## src/rtl/reset_seq_pkg.sv

```systemverilog
// Shared types for the board reset sequencer: FSM state encoding and reset-cause codes.
// Contents: state_t {HOLD, RELEASE, RUN}, CAUSE_* codes, pick_cause() priority helper.
// Used by: reset_sequencer (top). Optional feature macro: RESET_SEQ_WATCHDOG_EN (see top).
package reset_seq_pkg;

    typedef enum logic [1:0] {
        HOLD    = 2'd0,
        RELEASE = 2'd1,
        RUN     = 2'd2
    } state_t;

    localparam logic [1:0] CAUSE_POR = 2'b00;
    localparam logic [1:0] CAUSE_BTN = 2'b01;
    localparam logic [1:0] CAUSE_SW  = 2'b10;
    localparam logic [1:0] CAUSE_WDT = 2'b11;

    // Winner among simultaneous requests: button > watchdog > software.
    // Only called when at least one request is active.
    function automatic logic [1:0] pick_cause(input logic btn, input logic wdt);
        if (btn)
            return CAUSE_BTN;
        else if (wdt)
            return CAUSE_WDT;
        else
            return CAUSE_SW;
    endfunction

endpackage

```

## src/rtl/reset_debounce.sv

```systemverilog
// Push-button conditioning: 2-FF synchronizer followed by a saturating debounce counter.
// Ports: CLK_48MHZ/RESET (async, active high), EXT_RESET_N_IN (raw, active low) -> btn_req.
// btn_req is high while the synchronized level has been low for DEBOUNCE_CYCLES samples (2+N latency).
module reset_debounce #(
    parameter int DEBOUNCE_CYCLES = 48000
) (
    input  logic CLK_48MHZ,
    input  logic RESET,
    input  logic EXT_RESET_N_IN,
    output logic btn_req
);

    localparam int               CNT_W   = $clog2(DEBOUNCE_CYCLES + 1);
    localparam logic [CNT_W-1:0] CNT_MAX = CNT_W'(DEBOUNCE_CYCLES);

    logic [1:0]       r_sync;
    logic [CNT_W-1:0] r_cnt;

    // Synchronizer resets to the released (high) level so reset never looks like a press.
    always_ff @(posedge CLK_48MHZ or posedge RESET) begin
        if (RESET) begin
            r_sync <= 2'b11;
            r_cnt  <= '0;
        end else begin
            r_sync <= {r_sync[0], EXT_RESET_N_IN};
            if (r_sync[1])
                r_cnt <= '0;
            else if (r_cnt != CNT_MAX)
                r_cnt <= r_cnt + 1'b1;
        end
    end

    assign btn_req = (r_cnt == CNT_MAX);

endmodule

```

## src/rtl/reset_sequencer.sv

```systemverilog
// Board reset sequencer: debounced button, software and optional watchdog requests stretch a
// hold period, then NUM_STAGES resets release in order (bit 0 first), STAGE_GAP cycles apart.
// Ports: CLK_48MHZ, RESET (async high), EXT_RESET_N_IN, SW_RESET_REQ, WDT_KICK -> RST_OUT, SYS_READY,
// RESET_CAUSE. Macro RESET_SEQ_WATCHDOG_EN builds the watchdog; otherwise WDT_KICK is ignored.
module reset_sequencer
    import reset_seq_pkg::*;
#(
    parameter int DEBOUNCE_CYCLES = 48000,
    parameter int HOLD_CYCLES     = 480,
    parameter int STAGE_GAP       = 48,
    parameter int NUM_STAGES      = 3,
    parameter int WDT_CYCLES      = 48000000
) (
    input  logic                  CLK_48MHZ,
    input  logic                  RESET,
    input  logic                  EXT_RESET_N_IN,
    input  logic                  SW_RESET_REQ,
    input  logic                  WDT_KICK,
    output logic [NUM_STAGES-1:0] RST_OUT,
    output logic                  SYS_READY,
    output logic [1:0]            RESET_CAUSE
);

    localparam int                HOLD_W     = $clog2(HOLD_CYCLES + 1);
    localparam logic [HOLD_W-1:0] HOLD_LAST  = HOLD_W'(HOLD_CYCLES - 1);
    // RUN is entered one cycle after the last stage releases at (NUM_STAGES-1)*STAGE_GAP.
    localparam int                REL_LAST_I = (NUM_STAGES - 1) * STAGE_GAP + 1;
    localparam int                REL_W      = $clog2(REL_LAST_I + 1);
    localparam logic [REL_W-1:0]  REL_LAST   = REL_W'(REL_LAST_I);

    state_t                  r_state, w_state_nxt;
    logic [HOLD_W-1:0]       r_hold_cnt, w_hold_nxt;
    logic [REL_W-1:0]        r_rel_cnt, w_rel_nxt;
    logic [1:0]              r_cause, w_cause_nxt;
    logic [NUM_STAGES-1:0]   r_rst_out, w_rst_nxt;
    logic                    r_sys_ready, w_ready_nxt;
    logic                    w_btn_req;
    logic                    w_wdt_req;
    logic                    w_req_any;

    reset_debounce #(
        .DEBOUNCE_CYCLES (DEBOUNCE_CYCLES)
    ) u_debounce (
        .CLK_48MHZ      (CLK_48MHZ),
        .RESET          (RESET),
        .EXT_RESET_N_IN (EXT_RESET_N_IN),
        .btn_req        (w_btn_req)
    );

`ifdef RESET_SEQ_WATCHDOG_EN
    localparam int               WDT_W    = $clog2(WDT_CYCLES + 1);
    localparam logic [WDT_W-1:0] WDT_LAST = WDT_W'(WDT_CYCLES - 1);

    logic [WDT_W-1:0] r_wdt_cnt;

    // Counts only while staying in RUN; any exit from RUN or a kick restarts it.
    always_ff @(posedge CLK_48MHZ or posedge RESET) begin
        if (RESET)
            r_wdt_cnt <= '0;
        else if (r_state != RUN || w_state_nxt != RUN || WDT_KICK)
            r_wdt_cnt <= '0;
        else if (r_wdt_cnt != WDT_LAST)
            r_wdt_cnt <= r_wdt_cnt + 1'b1;
    end

    assign w_wdt_req = (r_state == RUN) && (r_wdt_cnt == WDT_LAST);
`else
    localparam int unused_wdt_cycles = WDT_CYCLES;
    logic w_unused_kick;
    assign w_unused_kick = WDT_KICK;
    assign w_wdt_req     = 1'b0;
`endif

    // Software requests are only meaningful outside HOLD; the HOLD branch never looks at this.
    assign w_req_any = w_btn_req | w_wdt_req | SW_RESET_REQ;

    // State and registered outputs.
    always_ff @(posedge CLK_48MHZ or posedge RESET) begin
        if (RESET) begin
            r_state     <= HOLD;
            r_hold_cnt  <= '0;
            r_rel_cnt   <= '0;
            r_cause     <= CAUSE_POR;
            r_rst_out   <= '1;
            r_sys_ready <= 1'b0;
        end else begin
            r_state     <= w_state_nxt;
            r_hold_cnt  <= w_hold_nxt;
            r_rel_cnt   <= w_rel_nxt;
            r_cause     <= w_cause_nxt;
            r_rst_out   <= w_rst_nxt;
            r_sys_ready <= w_ready_nxt;
        end
    end

    // Next-state, counters and cause.
    always_comb begin
        w_state_nxt = r_state;
        w_hold_nxt  = r_hold_cnt;
        w_rel_nxt   = r_rel_cnt;
        w_cause_nxt = r_cause;
        unique case (r_state)
            HOLD: begin
                // A held button keeps restarting the hold without touching the cause.
                if (w_btn_req)
                    w_hold_nxt = '0;
                else if (r_hold_cnt >= HOLD_LAST) begin
                    w_state_nxt = RELEASE;
                    w_rel_nxt   = '0;
                end else
                    w_hold_nxt = r_hold_cnt + 1'b1;
            end
            RELEASE, RUN: begin
                if (w_req_any) begin
                    w_state_nxt = HOLD;
                    w_hold_nxt  = '0;
                    w_cause_nxt = pick_cause(w_btn_req, w_wdt_req);
                end else if (r_state == RELEASE) begin
                    if (r_rel_cnt >= REL_LAST)
                        w_state_nxt = RUN;
                    else
                        w_rel_nxt = r_rel_cnt + 1'b1;
                end
            end
            default: w_state_nxt = HOLD;
        endcase
    end

    // Output values for the next cycle, derived from the upcoming state.
    always_comb begin
        w_rst_nxt   = r_rst_out;
        w_ready_nxt = 1'b0;
        unique case (w_state_nxt)
            HOLD: w_rst_nxt = '1;
            RELEASE: begin
                // Stage k drops on the edge where rel_cnt reaches k*STAGE_GAP and stays low.
                for (int k = 0; k < NUM_STAGES; k++) begin
                    if (r_state == RELEASE && int'(r_rel_cnt) == k * STAGE_GAP)
                        w_rst_nxt[k] = 1'b0;
                end
            end
            RUN: begin
                w_rst_nxt   = '0;
                w_ready_nxt = 1'b1;
            end
            default: w_rst_nxt = '1;
        endcase
    end

    assign RST_OUT     = r_rst_out;
    assign SYS_READY   = r_sys_ready;
    assign RESET_CAUSE = r_cause;

endmodule
```

## config.mk

```make
export PLATFORM = sky130hd
export DESIGN_NAME = reset_sequencer
export DESIGN_NICKNAME = d
export VERILOG_FILES = /design/src/rtl/reset_seq_pkg.sv /design/src/rtl/reset_debounce.sv /design/src/rtl/reset_sequencer.sv
export SDC_FILE = /design/constraint.sdc
export NUM_CORES = 1
export LEC_CHECK = 0
export CORE_ASPECT_RATIO = 0.8
export CORE_MARGIN = 8
export CORE_UTILIZATION = 26
export DETAILED_ROUTE_END_ITERATION = 8
export HOLD_SLACK_MARGIN = 0.15
export PLACE_DENSITY = 0.46
export SLEW_MARGIN = 20
export SYNTH_ARGS = -nofsm -noshare
export SYNTH_HDL_FRONTEND = slang
export SYNTH_HIERARCHICAL = 1
export SYNTH_SLANG_ARGS = --single-unit
```

## constraint.sdc

```tcl
create_clock -name CLK_48MHZ -period 5.7 [get_ports CLK_48MHZ]
set_input_delay 1.14 -clock CLK_48MHZ [delete_from_list [all_inputs] [get_ports CLK_48MHZ]]
set_output_delay 1.14 -clock CLK_48MHZ [all_outputs]
set_load 0.02 [all_outputs]
```

-- Word-level counts from Yosys, hierarchy flattened
Cells that the tools add are included.
- bits in registers: 42
- bits of input ports: 5
- output and inout port bits: 6
- word-level logic and storage cells: 69
- add/subtract/negate cells: 3
- magnitude comparators: 2
- eq/ne operators: 18
- muxes and demuxes: 24
- bitwise operators: 1
- reductions and logical operators: 11
- operators by type and width (cell ; number):
    $mux 7 ; 5
    $mux 16 ; 2
    $mux 9 ; 3
    $ne 2x2->1 const B ; 9
    $pmux 9 s2 ; 1
    $add 16x1->16 const B ; 1
    $eq 16x16->1 const B ; 1
    $ne 16x16->1 const B ; 1
    $pmux 7 s2 ; 1
    $mux 2 ; 6
    $add 9x1->9 const B ; 1
    $ge 9x9->1 const B ; 1
    $add 7x1->7 const B ; 1
    $eq 7x6->1 const B ; 1
    $eq 7x7->1 const B ; 1
    $ge 7x7->1 const B ; 1
    $logic_not 7->1 ; 1
    $pmux 3 s2 ; 1
    $reduce_and 6->1 ; 1
    $eq 2x1->1 const B ; 2
    $eq 2x2->1 const B ; 2
    $mux 1 ; 4
    $pmux 2 s2 ; 1
    $reduce_bool 2->1 ; 2
    7 further kinds ; 9

-- Logic depth before layout (Yosys ltp)
- word-level depth: 7
- mapped depth: 14
- depth with buffers taken out: 12

-- Hierarchy
Netlist, hierarchy kept.
- by module, submodules not included (module ; instances ; cells each ; area an instance (µm²) ; sequential area each (µm²)):
    reset_sequencer ; 1 ; 155 ; 1480.2 ; 604.3
    reset_debounce ; 1 ; 92 ; 912.1 ; 452.9

-- Least setup slack after synthesis
OpenSTA, ideal clock, no wires.
- path kind: reg-to-reg
- start point: reg u_debounce.r_cnt[3]
- end point: reg r_rst_out[0], in the netlist RST_OUT[0]
- setup time: 0.082 ns
- arrival time: 3.049 ns
- required time: 5.618 ns
- slack: 2.568 ns
- cell stages (with the launch flop): 13
- path buffers: 2
- clock period less this slack: 3.132 ns
- cell sequence: dfrtp_1 > or4_1 > or4_1 > buf_2 > inv_1 > nand4b_4 > o31a_1 > buf_2 > o21ai_0 > a21o_1 > ha_1 > o31ai_1 > mux2_2
- word-level cells in the longest chain between the ends: 6
- elaborated cells on any way between the ends: 9
- classes of those cells: eq/ne (4); mux (4); bitwise (1)
- ends and longest elaborated chain (what ; RTL line ; source):
    start: declaration ; reset_debounce.sv:17 ; logic [CNT_W-1:0] r_cnt;
    start signal: assignment ; reset_debounce.sv:29 ; r_cnt <= r_cnt + 1'b1;
    $eq 16x16->1 (*) ; reset_debounce.sv:33 ; assign btn_req = (r_cnt == CNT_MAX);
    via w_btn_req ; reset_sequencer.sv:37 ; logic w_btn_req;
    $or 1x1->1 ; reset_sequencer.sv:75 ; assign w_req_any = w_btn_req | w_wdt_req | SW_RESET_REQ;
    $mux 2 ; reset_sequencer.sv:114 ; if (w_req_any) begin
    $pmux 2 s2 (*) ; reset_sequencer.sv:102 ; unique case (r_state)
    $eq 2x2->1 / $eq 2x1->1 (equally long branches) ; reset_sequencer.sv:133 ; unique case (w_state_nxt)
    $pmux 3 s2 / $ne 2x2->1 (equally long branches) ; - ;
    end signal: assignment ; reset_sequencer.sv:91 ; r_rst_out <= w_rst_nxt;
    end: declaration ; reset_sequencer.sv:35 ; logic [NUM_STAGES-1:0] r_rst_out, w_rst_nxt;
The timed path passes the listed nets; every way through them passes the cells marked *.
A chain may end at the register's enable or synchronous reset.

-- Worst setup path after layout
- start point: reg u_debounce.r_cnt[3]
- end point: reg r_rst_out[1], in the netlist RST_OUT[1]
The elaborated chain is that of the path after synthesis.

==> qor.txt <==
Status - finished clean
Setup repair after global routing missed its margin - no
CTS Buf Count - 5
Ant diodes - 0
CTS Hold Bufs - 0
Area share of fa/ha/maj cells after synthesis - 6.28%
Final Setup Violations - 0
Largest family of logic cells by synthesized area - simple AND/OR/NAND/NOR gates
Final global-route overflow total - 0
Pwr Density - 379 nW/µm²
Final core utilization - 30.7%
Die height - 102 µm
Vias/cell - 4.93
Port buffer count - 9
Tot GR Track Use - 8.97%
TritonCTS clock tree - done
Post-Synthesis Cells - 247
First-pass GRT wire length - 8980 µm
Layout Skew - 0.00632 ns
Final min period - 3.64 ns
CP startpoint kind - register
Top_reg_cell synth - dfrtp_1
Pin slew with the least headroom to its limit - 1.07 ns
DRC - 0
Max Freq - 275 MHz
Fill count - 952
Post-synthesis mux area share - 3.14%
Net Count, Synth - 264
Syn Area/Cell - 9.69 µm²
Asr flop ratio synth - 100%
Antenna viol nets, final - 0
Area grow syn2layout - 15.3%
Rows - 31
Largest net degree at the start of global routing - 25
Max clock buf depth - 2
Worst skew pair latency - 0.28 ns
Clock slew at reported path FFs - 0.06 ns
Max Cap Viol - 0
Nets - 272
Setup bufs post-CTS - 0
Critical Path AT - 3.84 ns
Rel. slew slack - 27.9%
Drt first pass iters - 4
Register area share after synthesis - 44.2%
Critical path type - register to register
Iter 0 DRT Violations - 70
Crit-path max FO - 13
Wirelength per Cell - 13.6 µm
EDFF count, synth - 0
Simple-gate share of the synthesized area - 22.5%
Post-Synth XOR/XNOR Area - 3.66%
Vias in the first global route - 1765
Type of destination of the critical path - register
H-tree depth - 2
Starting Density - 26.6%
Die X - 123 µm
Via count - 1829
CTS root buffer - clkbuf_16
VDD IR max - 0.000192 V
YS warnings - 6
TNS Setup - 0 ns
Total die area - 12500 µm²
CP required - 5.91 ns
Final RePlAce weighted congestion - 0.753
Initial antenna violation count - 0
Yosys reg bits - 42
Synth unique cells - 46
Compound-Gate Fraction of Synth Area - 16.5%
Core Area - 9000 µm²
Post-cts resize count - 0
Hold Fails Final Rpt - 0
HPWL Detailed - 3570 µm
Final Max Tran Viols - 0
Syn Std Cell Area - 2390 µm²
Share of layout cells above drive strength 1 - 10.5%
Ratio of final minimum period to clock period - 63.8%
Leak pwr - 1.15 nW
Num Clock Sinks - 42
WL final - 5050 µm
# IOs - 11
Hold/Removal Path Class - register to register
-- placed cells by master (no fill, tap or decap), types with 5 or more instances in the layout --
cell | synthesis | routed
a21oi_1 | 10 | 10
nand3_1 | 12 | 12
o21ai_0 | 13 | 13
dfstp_2 | 5 | 5
o31ai_1 | 6 | 6
ha_1 | 12 | 12
o41ai_1 | 6 | 6
nor2_1 | 21 | 21
xnor2_1 | 6 | 6
clkdlybuf4s50_1 | 0 | 9
dfrtp_1 | 37 | 37
nand2_1 | 18 | 18
clkbuf_16 | 0 | 5
inv_1 | 13 | 12
a31oi_1 | 9 | 9
nor4_1 | 7 | 7
-- state kept, by name, indices dropped and copies added, names as in the netlist --
register / flops
u_debounce/r_cnt: 16
r_hold_cnt: 9
r_rel_cnt: 7
RST_OUT: 3
RESET_CAUSE: 2
r_state: 2
u_debounce/r_sync: 2
SYS_READY: 1
-- final cells by class --
cell class | instances | area (µm²) | area share (%)
multi-input combinational | 183 | 1240 | 45.1
sequential | 42 | 1060 | 38.3
clock buffer | 8 | 146 | 5.31
tap | 115 | 144 | 5.22
timing repair buffer | 10 | 118 | 4.26
inverter | 13 | 48.8 | 1.77
-- routing by layer --
metal | vias up | share of wire, % | track usage [%]
li1 | 920 | - | -
met1 | 889 | 53 | 12.4
met2 | 15 | 44 | 13.1
met4 | 0 | 1.6 | 4.25
met3 | 5 | 2.2 | 1.67
met5 | - | 0 | 0
-- power by group --
part | switching, W | internal, W
clock network | 0.000109 | 0.000175
logic | 0.000193 | 0.000133
registers | 0.0000732 | 0.000362
-- path summary, 6_finish.rpt --
check                      slack [ns]              endpoint  cells after the start            startpoint
hold reg to reg                  0.36  u_debounce/r_sync[1]                      0  u_debounce/r_sync[0]
setup reg to reg                 2.06            RST_OUT[1]                     10   u_debounce/r_cnt[3]
min in group asynchronous        1.11          r_rel_cnt[1]                      2                 RESET
hold / removal                   0.36  u_debounce/r_sync[1]                      0  u_debounce/r_sync[0]
setup / recovery                 2.06            RST_OUT[1]                     10   u_debounce/r_cnt[3]
max in group asynchronous        3.97  u_debounce/r_cnt[12]                      2                 RESET
-- kinds of logic (layout without fill, tap and decap cells) --
family / count (synthesis) / count (layout)
AND/OR/NAND/NOR: 96 / 96
multiplexers: 7 / 7
adder cells (fa/ha/maj): 12 / 12
buffers and inverters: 22 / 31
flip-flops: 42 / 42
AO/OA/AOI/OAI: 58 / 58
XOR/XNOR: 10 / 10
-- synth_stat cells, types with 2 or more instances --
cell type,count,share of area [%]
o21a_1,3,0.94
nand2_1,18,2.8
or2_2,4,1.0
dfrtp_1,37,39
a211o_1,3,1.1
nand3_1,12,2.5
inv_1,13,2.0
o41ai_1,6,2.2
ha_1,12,6.3
or4_1,2,0.63
a21oi_1,10,2.1
a31oi_1,9,2.4
nor2_1,21,3.3
xor2_1,4,1.5
clkbuf_1,5,0.78
mux2_2,4,1.9
xnor2_1,6,2.2
nand3b_1,4,1.3
o21ai_0,13,2.7
or3_1,4,1.0
nand4_1,3,0.78
o31ai_1,6,1.9
mux2i_1,3,1.3
nor3_1,4,0.84
nor4_1,7,1.8
nand4b_1,2,0.73
or4b_1,2,0.84
a21o_1,3,0.94
buf_2,3,0.63
and2_1,3,0.78
nor2b_1,2,0.52
dfstp_2,5,5.5
-- stage by stage --
step           worst slack (ns)  area [µm²]  hold slack (ns)  power (W)  std cells
4_1_cts                    2.04        2730            0.359    0.00106        370
3_3_place_gp               2.01        2580            0.346   0.000763        362
2_1_floorplan              2.57        2390            0.345   0.000672        247
5_1_grt                    1.85        2760            0.369    0.00113        371
6_report                   2.06        2760            0.357    0.00105        371
3_5_place_dp               2.05        2580            0.349   0.000766        362
-- worst max-delay path, stage by stage (launching register included) --
cell,delay [ns]
dfrtp_1,0.43
or4_1,0.50
or4_1,0.60
inv_1,0.26
nand4b_4,0.20
o31a_1,0.49
o21ai_0,0.22
a21o_1,0.21
ha_1,0.20
o21ai_0,0.09
mux2_2,0.36
Power figures use the tool's default switching activity.
